===== config.mk =====
export PLATFORM = sky130hd
export DESIGN_NAME = ffsr_pulse_sched
export DESIGN_NICKNAME = d
export VERILOG_FILES = /design/src/rtl/ffsr_pkg.sv /design/src/rtl/ffsr_pulse_sched_rr_arbiter.sv /design/src/rtl/ffsr_pulse_sched.sv
export SDC_FILE = /design/constraint.sdc
export NUM_CORES = 1
export LEC_CHECK = 0
export CAP_MARGIN = 10
export CORE_UTILIZATION = 60
export CTS_BUF_LIST = sky130_fd_sc_hd__clkbuf_4
export DETAILED_ROUTE_END_ITERATION = 7
export DONT_BUFFER_PORTS = 1
export HOLD_SLACK_MARGIN = 0.12
export PLACE_DENSITY = 0.76
export SLEW_MARGIN = 20
export SYNTH_ARGS = -nofsm -noshare
export SYNTH_HDL_FRONTEND = slang
export SYNTH_SLANG_ARGS = --single-unit

===== constraint.sdc =====
create_clock -name clk -period 8.8 [get_ports clk]
set_clock_uncertainty 0.1 [all_clocks]
set_input_delay 1.32 -clock clk [delete_from_list [all_inputs] [get_ports clk]]
set_output_delay 1.32 -clock clk [all_outputs]
set_load 0.05 [all_outputs]

===== src/rtl/ffsr_pkg.sv =====
// Shared state encoding and thermometer-code helpers for the ffsr_pulse scheduler.
// Pure declarations; no timing or flow control of its own.
package ffsr_pkg;

    typedef enum logic [1:0] {
        IDLE   = 2'd0,
        LOAD   = 2'd1,
        SETTLE = 2'd2,
        RUN    = 2'd3
    } state_t;

    localparam int THERMO_MAX = 64;

    // Count k sets the top k bits of the low 'size'-bit field (bit size-1 fills first).
    function automatic logic [THERMO_MAX-1:0] thermo(input int count, input int size);
        logic [THERMO_MAX-1:0] t;
        t = '0;
        for (int i = 0; i < THERMO_MAX; i++) begin
            if (i < size && i < count) begin
                t[size - 1 - i] = 1'b1;
            end
        end
        return t;
    endfunction

    function automatic int clamp(input int count, input int max_count);
        return (count > max_count) ? max_count : count;
    endfunction

endpackage


===== src/rtl/ffsr_pulse_sched_rr_arbiter.sv =====
// Combinational round-robin pick: first active request at or after ptr, wrapping.
// Zero latency; requesters not picked simply keep asserting until served.
module rr_arbiter #(
    parameter int N_REQ = 4,
    parameter int PTR_W = (N_REQ > 1) ? $clog2(N_REQ) : 1
) (
    input  logic [N_REQ-1:0] req,
    input  logic [PTR_W-1:0] ptr,
    output logic [N_REQ-1:0] gnt,
    output logic [PTR_W-1:0] winner
);

    logic found;
    int   idx;

    always_comb begin
        gnt    = '0;
        winner = '0;
        found  = 1'b0;
        idx    = 0;
        for (int k = 0; k < N_REQ; k++) begin
            idx = int'(ptr) + k;
            if (idx >= N_REQ) begin
                idx = idx - N_REQ;
            end
            if (!found && req[idx]) begin
                found    = 1'b1;
                gnt[idx] = 1'b1;
                winner   = PTR_W'(idx);
            end
        end
    end

endmodule


===== src/rtl/ffsr_pulse_sched.sv =====
// Owns one ffsr_pulse register: sequences load, round-robins inc/dec among requesters.
// Grant is same-cycle; saturating commands are granted but dropped; no other backpressure.
module ffsr_pulse_sched
    import ffsr_pkg::*;
#(
    parameter int INPUT_SIZE = 16,
    parameter int N_REQ      = 4,
    parameter int CNT_W      = $clog2(INPUT_SIZE + 1)
) (
    input  logic                  clk,
    input  logic                  rst,
    input  logic                  load,
    input  logic [CNT_W-1:0]      load_val,
    input  logic [N_REQ-1:0]      req_inc,
    input  logic [N_REQ-1:0]      req_dec,
    output logic [N_REQ-1:0]      gnt,
    output logic                  reg_rst,
    output logic [INPUT_SIZE-1:0] reg_init,
    output logic                  reg_inc,
    output logic                  reg_dec,
    input  logic [INPUT_SIZE-1:0] reg_out,
    output logic                  valid,
    output logic                  drop,
    output logic                  mismatch
);

    localparam int               PTR_W   = (N_REQ > 1) ? $clog2(N_REQ) : 1;
    localparam logic [CNT_W-1:0] CNT_MAX = CNT_W'(INPUT_SIZE);
    localparam logic [PTR_W-1:0] PTR_TOP = PTR_W'(N_REQ - 1);

    state_t                  state;
    logic [CNT_W-1:0]        shadow;
    logic [CNT_W-1:0]        load_cnt;
    logic [PTR_W-1:0]        rr_ptr;
    logic [PTR_W-1:0]        winner;
    logic [N_REQ-1:0]        arb_gnt;
    logic                    any_gnt;
    logic                    win_inc;
    logic                    win_dec;
    logic [THERMO_MAX-1:0]   init_full;
    logic [THERMO_MAX-1:0]   shadow_full;
    logic                    unused_hi;

    assign load_cnt    = CNT_W'(clamp(int'(load_val), INPUT_SIZE));
    assign init_full   = thermo(int'(load_cnt), INPUT_SIZE);
    assign shadow_full = thermo(int'(shadow), INPUT_SIZE);
    assign unused_hi   = ^{init_full[THERMO_MAX-1:INPUT_SIZE], shadow_full[THERMO_MAX-1:INPUT_SIZE]};

    rr_arbiter #(
        .N_REQ (N_REQ),
        .PTR_W (PTR_W)
    ) u_arb (
        .req    (req_inc | req_dec),
        .ptr    (rr_ptr),
        .gnt    (arb_gnt),
        .winner (winner)
    );

    assign any_gnt = |arb_gnt;
    assign win_inc = req_inc[winner];
    assign win_dec = req_dec[winner];

    // A pending load pre-empts arbitration for the whole RUN cycle.
    always_comb begin
        gnt      = '0;
        reg_inc  = 1'b0;
        reg_dec  = 1'b0;
        drop     = 1'b0;
        valid    = (state == RUN);
        reg_rst  = (state == IDLE) || (state == LOAD);
        reg_init = (state == LOAD) ? init_full[INPUT_SIZE-1:0] : '0;
        if (state == RUN && !load && any_gnt) begin
            gnt = arb_gnt;
            if (win_inc && !win_dec) begin
                if (shadow < CNT_MAX) begin
                    reg_inc = 1'b1;
                end else begin
                    drop = 1'b1;
                end
            end else if (win_dec && !win_inc) begin
                if (shadow != '0) begin
                    reg_dec = 1'b1;
                end else begin
                    drop = 1'b1;
                end
            end
        end
    end

    always_ff @(posedge clk or posedge rst) begin
        if (rst) begin
            state    <= IDLE;
            shadow   <= '0;
            rr_ptr   <= '0;
            mismatch <= 1'b0;
        end else begin
            if (state == RUN && reg_out != shadow_full[INPUT_SIZE-1:0]) begin
                mismatch <= 1'b1;
            end
            case (state)
                IDLE: begin
                    if (load) begin
                        state <= LOAD;
                    end
                end
                LOAD: begin
                    shadow <= load_cnt;
                    state  <= SETTLE;
                end
                SETTLE: begin
                    state <= RUN;
                end
                RUN: begin
                    if (load) begin
                        state <= LOAD;
                    end else if (any_gnt) begin
                        rr_ptr <= (winner == PTR_TOP) ? '0 : winner + 1'b1;
                        if (reg_inc) begin
                            shadow <= shadow + 1'b1;
                        end else if (reg_dec) begin
                            shadow <= shadow - 1'b1;
                        end
                    end
                end
                default: begin
                    state <= IDLE;
                end
            endcase
        end
    end

endmodule


==> metrics.yaml <==
die:
  chipWidth_um: 61.59
  core_mm2: 0.003363
  rows: 21
  die_y_um: 61.59
  initial_utilization: 0.6336
  io-pin-count: 58
  dieArea_mm2: 0.003793
clocking:
  cts_tree: "built"
  clock_sinks: 10
  clkTransAtPathRegs_ns: 0.08
  cts_resized: 0
  clockBufferDepth: 2
  hold_buffers: 0
  cts_setup_buffers: 0
  clk_latency_ns: 0.27
  cts_buffers: 3
  htreeDepth: 1
  cts_root_buf: "clkbuf_4"
timing:
  finalHoldViolCount: 0
  tns_ns: 0
  fmax_mhz: 172.4
  worst_pin_slew_ns: 1.076
  min_period_ns: 5.801
  fin_crit_sh: 0.6592
  slew_headroom: 0.2809
  drv_slew: 0
  grt_setup_unrepaired: "false"
  setup_violations: 0
yosys:
  synth_enable_flop_cells: 0
  synth.ff_latch_count: 10
  synth_cell_types: 76
  async_reset_ff_frac: 1.000
  syn_inst: 294
  synth_warnings: 0
  yosysSeqAreaShare: 0.1174
  synth_nets: 342
  avgSynthCellArea_um2: 7.248
  ys.flop_type: "dfrtp_1"
  synth_area_mm2: 0.002131
pwr:
  clockPowerShare: 0.043
  p_sw_frac: 0.6279
  seq_power_share: 0.157
  vdd_drop_max_mv: 0.2653
  p_int_uw: 307.8
  power_density_mw_per_mm2: 385.2
  p_leak_nw: 0.8405
  pwr-share-comb: 0.801
  p_sw_uw: 519.4
route:
  dr.pass1.iters: 5
  drc_errors: 0
  first_iter_violations: 172
  num_vias: 2231
  wl_um: 5243
  antenna_left: 0
  avgViaCountPerCell: 6.802
  wl_per_cell_um: 15.98
critical_path:
  crit_chain: "inv_1 -> ha_1 -> nor4b_1 -> nor4_1 -> a21oi_1 -> o22ai_1 -> a32o_1 -> nand2_1 -> nor2_1"
  worstSetupStartpointType: "register"
  r2r_end: "shadow[1]"
  crit_slowest_cell: "dfrtp_1"
  cp_max_fo: 21
  reg2reg_setup_slack_ns: 4.47
  reg2reg_depth: 10
  path_class: "reg2out"
  startpoint: "rr_ptr[0]"
  crit_path_end_kind: "primary output"
  cp.required_ns: 7.38
  r2r_start: "rr_ptr[0]"
  crit_path_end: "reg_dec"
  max_stage_delay_ns: 0.77
  critical_path_arrival_ns: 4.38
cells_and_area:
  area_delta_synth_final_pct: 0.7634
  diodes: 0
  layout_common_cells: "nand2_1, nor2_1, a21oi_1"
  final_common_cell: "nand2_1"
  final_util: 0.6384
  stdcell_area_mm2: 0.002147
  nets: 331
  drive_above_1_share: 0.08511
  layout.cells.non_filler: 328
worst_hold_path:
  hold_path_class: "reg2reg"
outcome:
  outcome: "completed"
global_route:
  grt_pass1_vias: 1759
  grt_first_pass_wirelength_um: 7962
  grt_usage: 0.2774
  grt_start_max_net_pins: 22
  grt_overflow_total: 0
  antenna_found_initial: 0
placed_design:
  gp_congestion: 0.8999
  io_buffers: 0
  placed_cell_area_mm2: 0.002121
  hpwl_um: 3977
  dp.cells: 324
job:
  drv_cap: 0
how the worst min path moves through the flow:
stage / from / endpoint / cells after the start
after CTS: state[1] / state[1] / 1
after global routing: state[1] / state[1] / 1
after global placement: state[1] / state[1] / 1
after detailed placement: state[1] / state[1] / 1
after floorplan: state[1] / state[1] / 1
final: state[1] / state[1] / 1
synthesized netlist by cell type, types with 3 or more instances:
cell	instances	area (µm²)
a21boi_0	3	22.52
a221oi_1	4	35.03
nand3_1	10	50.05
nand4_1	5	31.28
a41oi_1	4	35.03
nand2_1	34	127.6
a221o_1	5	50.05
or2_1	4	25.02
dfrtp_1	10	250.2
a21o_1	3	22.52
o31ai_1	3	22.52
nor4_1	5	31.28
o21a_1	5	37.54
ha_1	16	200.2
and2_1	3	18.77
clkbuf_1	12	45.04
xnor2_1	3	26.28
nor4b_1	4	35.03
buf_2	3	15.01
a31oi_1	6	37.54
nor2b_1	9	56.30
o22ai_1	4	25.02
a21oi_1	22	110.1
inv_1	15	56.30
o21ai_0	10	50.05
nor3_1	5	25.02
nor2_1	29	108.9
cells by family (layout without fill, tap and decap cells):
family	Yosys count	after routing	synth area share
flip-flops	10	10	0.1174
AND/OR/NAND/NOR	127	127	0.3165
adder cells (fa/ha/maj)	17	17	0.09865
AO/OA/AOI/OAI	99	99	0.3512
buffers and inverters	32	20	0.06165
XOR/XNOR	4	4	0.01644
multiplexers	5	5	0.03816
layout make-up:
cell class	count	area, µm²
sequential	10	250.2
inverter	15	56.30
clock inverter	1	3.754
clock buffer	3	22.52
timing repair buffer	1	7.507
fill	340	1216
tap	46	57.56
multi-input combinational	252	1749
power groups by stage:
stage | logic [mW] | clock network (mW) | registers (mW)
finish | 0.662 | 0.0352 | 0.130
global route | 0.730 | 0.0400 | 0.137
CTS | 0.658 | 0.0358 | 0.129
detailed placement | 0.656 | 0 | 0.130
global placement | 0.650 | 0 | 0.129
floorplan | 0.625 | 0 | 0.0851
routing by layer:
layer,share of wire,GRT usage,vias to the layer above,wire length (µm)
met5,0,0,-,0
met2,0.43,0.4040,100,2239
met4,0.0029,0.02222,0,15
li1,-,-,1100,-
met1,0.49,0.4324,1027,2566
met3,0.080,0.05882,4,420
worst max-delay path: cells and delay by family (launching register included):
family          cells  cell delay (ns)
simple gates        4             1.81
flops               1             0.77
compound gates      3             0.74
fa+ha+maj           1             0.51
buf+inv             1             0.28
state kept, by name, summed over array words and instances (netlist names):
signal / cells
rr_ptr: 2
state: 2
mismatch: 1
shadow: 5
metrics by stage:
stage / total power, mW / hold slack, ns / setup slack, ns
2_1_floorplan: 0.7097 / 0.3755 / 3.717
3_3_place_gp: 0.7786 / 0.3927 / 3.408
3_5_place_dp: 0.7857 / 0.4004 / 3.370
4_1_cts: 0.8227 / 0.4173 / 3.072
5_1_grt: 0.9061 / 0.4360 / 2.696
6_report: 0.8271 / 0.4086 / 2.999
(Power assumes the default switching activity.)
